[src/rtl/seq_detect_param.sv]
// Runtime-programmable Mealy serial-sequence detector with overlap/non-overlap modes
// and a saturating match counter.
module seq_detect_param #(
  parameter int               PAT_W   = 5,
  parameter int               LEN_W   = $clog2(PAT_W) + 1,
  parameter int               CNT_W   = 8,
  parameter logic [PAT_W-1:0] DEF_PAT = 5'b10101,
  parameter int               DEF_LEN = 5,
  parameter bit               DEF_OVL = 1'b0
) (
  input  logic             clk,
  input  logic             rst,
  input  logic             en,
  input  logic             din,
  input  logic             cfg_load,
  input  logic [PAT_W-1:0] cfg_pattern,
  input  logic [LEN_W-1:0] cfg_len,
  input  logic             cfg_overlap,
  input  logic             cnt_clr,
  output logic             dout,
  output logic [CNT_W-1:0] match_cnt
);

  localparam logic [LEN_W-1:0] LEN_MAX = LEN_W'(PAT_W);
  localparam logic [CNT_W-1:0] CNT_MAX = '1;

  logic [PAT_W-2:0] hist_q, hist_d;
  logic [LEN_W-1:0] fill_q, fill_d;
  logic [PAT_W-1:0] pat_q, pat_d;
  logic [LEN_W-1:0] len_q, len_d;
  logic             ovl_q, ovl_d;
  logic [CNT_W-1:0] cnt_q, cnt_d;

  logic [PAT_W-1:0] window;
  logic [PAT_W-1:0] mask;
  logic             pat_hit;
  logic             fill_ok;
  logic [LEN_W-1:0] len_clamped;

  // Window holds the newest PAT_W bits with din at bit 0, so it lines up with pat[len-1:0].
  assign window = {hist_q, din};

  genvar gi;
  generate
    for (gi = 0; gi < PAT_W; gi++) begin : g_mask
      assign mask[gi] = (LEN_W'(gi) < len_q);
    end
  endgenerate

  assign pat_hit = (((window ^ pat_q) & mask) == '0);
  assign fill_ok = (fill_q >= (len_q - LEN_W'(1)));
  assign dout    = en & ~rst & ~cfg_load & fill_ok & pat_hit;

  always_comb begin
    len_clamped = cfg_len;
    if (cfg_len == '0) begin
      len_clamped = LEN_W'(1);
    end else if (cfg_len > LEN_MAX) begin
      len_clamped = LEN_MAX;
    end
  end

  always_comb begin
    hist_d = hist_q;
    fill_d = fill_q;
    pat_d  = pat_q;
    len_d  = len_q;
    ovl_d  = ovl_q;
    if (cfg_load) begin
      pat_d  = cfg_pattern;
      len_d  = len_clamped;
      ovl_d  = cfg_overlap;
      fill_d = '0;
    end else if (en) begin
      hist_d = window[PAT_W-2:0];
      if (dout && !ovl_q) begin
        fill_d = '0;
      end else if (fill_q < len_q) begin
        fill_d = fill_q + LEN_W'(1);
      end else begin
        fill_d = len_q;
      end
    end
  end

  // Clear beats a coincident match; the counter never wraps.
  always_comb begin
    cnt_d = cnt_q;
    if (cnt_clr) begin
      cnt_d = '0;
    end else if (dout && (cnt_q != CNT_MAX)) begin
      cnt_d = cnt_q + CNT_W'(1);
    end
  end

  always_ff @(posedge clk) begin
    if (rst) begin
      hist_q <= '0;
      fill_q <= '0;
      pat_q  <= DEF_PAT;
      len_q  <= LEN_W'(DEF_LEN);
      ovl_q  <= DEF_OVL;
      cnt_q  <= '0;
    end else begin
      hist_q <= hist_d;
      fill_q <= fill_d;
      pat_q  <= pat_d;
      len_q  <= len_d;
      ovl_q  <= ovl_d;
      cnt_q  <= cnt_d;
    end
  end

  assign match_cnt = cnt_q;

endmodule

[config.mk]
export PLATFORM = sky130hd
export DESIGN_NAME = seq_detect_param
export DESIGN_NICKNAME = d
export VERILOG_FILES = /design/src/rtl/seq_detect_param.sv
export SDC_FILE = /design/constraint.sdc
export NUM_CORES = 1
export LEC_CHECK = 0
export BUFFER_PORTS_ARGS = -buffer_cell sky130_fd_sc_hd__buf_2
export CORE_MARGIN = 1.5
export CORE_UTILIZATION = 35
export DETAILED_ROUTE_END_ITERATION = 8
export SLEW_MARGIN = 40
export SYNTH_ARGS = -nofsm -noshare
export SYNTH_HDL_FRONTEND = slang
export SYNTH_SLANG_ARGS = --single-unit
[constraint.sdc]
create_clock -name clk -period 2.6 [get_ports clk]
set_clock_uncertainty 0.15 [all_clocks]
set_input_delay 0.39 -clock clk [delete_from_list [all_inputs] [get_ports clk]]
set_output_delay 0.39 -clock clk [all_outputs]
set_load 0.02 [all_outputs]
Word level (Yosys, flattened, before mapping). Cells that the tools add are included.

Bits in registers: 26. Bits in latches: 0. Memory bits (writable): 0. Bits in read-only memories: 0. Output and inout bits: 9. Memories kept: 0.

Add/sub/neg operators: 3. Multipliers: 0. Divide/modulo/power cells: 0. $lt $le $gt $ge: 8. Eq/ne operators: 1. Shifts and indexed selects: 0. Multiplexer cells: 4. Bitwise gates (word level): 8. Reduce and logical (&&, ||, !) cells: 8.

Operator list (number): 4-bit 2-to-1 mux (4); 8-bit by 1-bit adder with 8-bit output (second input constant) (1); 1-bit by 4-bit less-than comparator with 1-bit output (first input constant) (2); 2-bit by 4-bit less-than comparator with 1-bit output (first input constant) (2); 8-bit inequality test (second input constant) (1); 5-bit bitwise AND (1); 5-bit logical NOT (1); 5-bit bitwise XOR (1); 4-bit by 1-bit adder with 4-bit output (second input constant) (1); 1-bit bitwise AND (4); 4-bit greater-or-equal comparator (1); 4-bit by 3-bit greater-than comparator with 1-bit output (second input constant) (1); 4-bit logical NOT (1); 3-bit by 4-bit less-than comparator with 1-bit output (first input constant) (1); 4-bit less-than comparator (1); 2-bit OR reduction (2); 4-bit by 1-bit subtractor with 4-bit output (second input constant) (1); 1-bit logical AND (2); 1-bit inverter (2); 2-bit AND reduction (1); 1-bit logical NOT (1).

Depth between registers and ports, before layout.
Depth after elaboration: 7. Depth in mapped cells: 10. Depth with buffers taken out: 10.

Worst setup path after synthesis. Ideal clock, no wire load.

Path kind: reg2reg. From: register len_q[0]. To: register cnt_q[5], in the netlist match_cnt[5]. Setup time: 0.070 ns. Arrival: 2.056 ns. Slack: 0.324 ns. Cell stages (with the launch flop): 11. Path buffers: 1. Path through: dfxtp_1 inv_1 ha_1 xnor2_1 ha_1 nand2_1 o21ai_2 nand3_4 buf_6 or3_1 a21oi_1.

Cells in the longest elaborated chain, start to end: 5. Elaborated cells between the ends (all ways): 12. Classes of those cells: add/sub: 1; order compare: 6; bitwise: 3; reduce/logical: 2.

RTL lines: start, declared (line 30) `logic [LEN_W-1:0] len_q, len_d;`; start signal, assigned (line 101) `len_q <= LEN_W'(DEF_LEN);`; start signal, assigned (line 108) `len_q <= len_d;`; 4-bit by 1-bit subtractor with 4-bit output, or another cell as far along (line 51) `assign fill_ok = (fill_q >= (len_q - LEN_W'(1)));`; 4-bit greater-or-equal comparator / 5-bit bitwise AND (equally long branches) (line 51, 50); 1-bit bitwise AND / 5-bit logical NOT (equally long branches) (line 52, 50); 1-bit bitwise AND * (line 52) `assign dout = en & ~rst & ~cfg_load & fill_ok & pat_hit;`; 1-bit logical AND * (line 91) `end else if (dout && (cnt_q != CNT_MAX)) begin`; end signal, assigned (line 110) `cnt_q <= cnt_d;`; end, declared (line 32) `logic [CNT_W-1:0] cnt_q, cnt_d;`.

Mark *: on every way between the ends. The rest lies on a longest branch, timed or not. A chain may end at the register's enable or synchronous reset.

Worst setup path after layout.
From: register len_q[0]. To: output dout.

Cells in the longest elaborated chain, start to end: 4. Elaborated cells between the ends (all ways): 11. Classes of those cells: add/sub: 1; order compare: 6; bitwise: 3; reduce/logical: 1.

RTL lines: 4-bit by 1-bit subtractor with 4-bit output, or another cell as far along (line 51); 4-bit greater-or-equal comparator / 5-bit bitwise AND (equally long branches) (line 51, 50); 1-bit bitwise AND / 5-bit logical NOT (equally long branches) (line 52, 50); 1-bit bitwise AND * (line 52); end, declared (line 20) `output logic dout,`.

Marks and branches as above.

==> metrics.txt <==
commonest non-fill, non-tap cell in the layout=dfxtp_1; Clock Tree Buf Depth=2; Top FF cell, synth=dfxtp_1; worst vdd ir=0.248 mV; post-DP HPWL=2.36 mm; Inserted Diodes=0; cells along the critical path=inv_1 > ha_1 > xnor2_1 > ha_1 > nand2_1 > o21ai_4 > nand3_4 > inv_2 > buf_4; Unique masters post-synth=43; Total GRT Usage=0.134; measured slew at the worst slew-check pin=0.560 ns; Post-DP Area=1700 um2; ys async rst share=0; Pins Over Slew Limit=0; CP Max Fanout=6; Routed Antenna Nets=0; Core Box Area=4090 um2; Min Clock Period, post-route=2.49 ns; DRT iter0 DRCs=21; cell mode on critical path=ha_1; critical path's largest stage delay=0.38 ns; layout cells sized above 1=0.217; row count=23; dominant delay contributor by cell family on the critical path=adder cells; GRT overflow=0; initial antenna violation count=0; most frequent cells in the layout=dfxtp_1, buf_2, nand2_1, mux2i_1; power per standard cell area=414 nW/um2; final hold viol count=0; Cells after Synth=172; clock-pin transition on the worst setup and hold timing paths=0.08 ns; Clock power frac=0.299; die area=4770 um2; Tot Pwr=0.730 mW; vias in the first global route=1193; Vias/cell=5.06; setup ws final=0.107 ns; WHS=0.184 ns; largest net degree at the start of global routing=15; initial core utilization=0.374; post-synthesis sequential area ratio=0.340; first-pass GRT wire length=5.30 mm; Routed WL=3.03 mm; CP bufs+invs=3; Final GP Congestion=0.840; max-cap viol count=0; Flop pwr share=0.570; Post-layout nets=229; Rel. slew slack=0.624; clock tree from TritonCTS=yes; Setup Viol. Count Final=0; via count=1255; Critical Path RT=2.06 ns; slowest CP cell=dfxtp_4; area grow syn2layout=15.5%; H-tree Lvls=1; Final period util=0.959; WP data arrival=1.95 ns; DRC Markers=0; sw frac=0.238; clk_lat worst skew=0.26 ns; synthesized flop and latch total=26; yosys warns=0; IO buf count=24; root buffer cell=clkbuf_8; syn avg cell area=8.89 um2; Crit Path Class=flip-flop to primary output; Critical Path Sink Type=primary output; Final Cell Area=1770 um2; WL/cell=12.2 um; Hold Crit Class=input pin to flip-flop; RSZ-0062 raised after global routing=no; internal power=0.556 mW; FILL cells=418; syn_nets=201; CP startpoint kind=flip-flop; total negative slack=0 ns; Comb pwr share=0.131; LEAKAGE=0.769 nW; clock sink count=26; Die Wd=69.1 um; Die Y=69.1 um; Pre-Repair DR Iteration Count=4; Net Switching=0.174 mW; Synth Cell Area=1530 um2; Post-synth EDFFs=0; Place WS=0.123 ns; status=finished clean; CTS buffer count=3; fmax=0.401 GHz; io pins=25
==> worst min-delay path, stage by stage <==
cell	delay, ns
buf_2	0.07
mux2i_1	0.05
nand2_1	0.06
==> cell usage after synthesis (2+ instances only) <==
cell type,instances,area (um2)
dfxtp_1,26,521
nor2_1,13,48.8
buf_6,3,33.8
o211ai_1,2,15.0
nand2b_1,3,18.8
o31ai_1,2,15.0
or3_1,3,18.8
mux2i_1,14,140
ha_1,13,163
nor3_1,5,25.0
xnor2_1,6,52.6
a21oi_1,10,50.1
nand3_1,10,50.1
o21ai_0,2,10.0
buf_1,2,7.51
o21ai_1,9,45.0
nand2_1,16,60.1
xor2_1,2,17.5
nor2b_1,3,18.8
inv_1,5,18.8
==> routing by layer <==
layer / global-route usage / vias to the layer above / wire [um]
li1: - / 662 / -
met1: 0.174 / 566 / 1480
met2: 0.223 / 23 / 1410
met3: 0.0219 / 4 / 101
met4: 0.0458 / 0 / 36
met5: 0 / - / 0
==> cell type report <==
| cell class | count | area (um2) | share of cell area |
|---|---|---|---|
| sequential | 26 | 528 | 0.299 |
| tap | 50 | 62.6 | 0.0354 |
| timing repair buffer | 30 | 168 | 0.0950 |
| multi-input combinational | 132 | 940 | 0.532 |
| clock buffer | 3 | 41.3 | 0.0234 |
| inverter | 7 | 26.3 | 0.0149 |
==> state kept, by name, indices dropped and copies added (netlist names) <==
name / flops
match_cnt: 8
pat_q: 5
fill_q: 4
hist_q: 4
len_q: 4
ovl_q: 1
==> kinds of logic (layout without fill, tap and decap cells) <==
logic type                 after synthesis  count (layout)  share of synthesized area
buffers and inverters                   14              40                     0.0499
muxes                                   14              14                     0.0917
adders and majority gates               13              13                      0.106
xor gates and xnor gates                 8               8                     0.0458
DFF                                     26              26                      0.340
and+or+nand+nor                         61              61                      0.208
AOI/OAI and AO/OA                       36              36                      0.158
==> metrics by stage <==
step / util / cells
6_report: 0.432 / 248
2_1_floorplan: - / 172
3_3_place_gp: 0.416 / 244
3_5_place_dp: 0.416 / 244
5_1_grt: 0.432 / 248
4_1_cts: 0.428 / 248
==> final timing paths <==
check | startpoint | end | slack, ns | cells after the start
worst max register to register | len_q[0]$_SDFFE_PP1P_ | match_cnt[3]$_SDFFE_PP0P_ | 0.23 | 10
worst min-delay path | cfg_pattern[0] | pat_q[0]$_SDFFE_PP1P_ | 0.18 | 3
worst min register to register | fill_q[0]$_SDFFE_PP0P_ | fill_q[0]$_SDFFE_PP0P_ | 0.35 | 2
worst max-delay path | len_q[0]$_SDFFE_PP1P_ | dout | 0.11 | 9
==> power groups by stage <==
| stage | clock network (mW) | registers [mW] | logic (mW) |
|---|---|---|---|
| floorplan | 0 | 0.423 | 0.0698 |
| global placement | 0 | 0.427 | 0.0941 |
| detailed placement | 0 | 0.427 | 0.0941 |
| CTS | 0.231 | 0.418 | 0.0951 |
| global route | 0.247 | 0.418 | 0.109 |
| finish | 0.218 | 0.416 | 0.0957 |
==> repair_timing <==
action | in CTS | in global routing
pin swaps | 1 | 1
setup buffers | 1 | 0
gates resized for setup | 1 | 5
hold buffers | 0 | 0
endpoints found under the setup margin | 1 | 4
(Power assumes the default switching activity.)
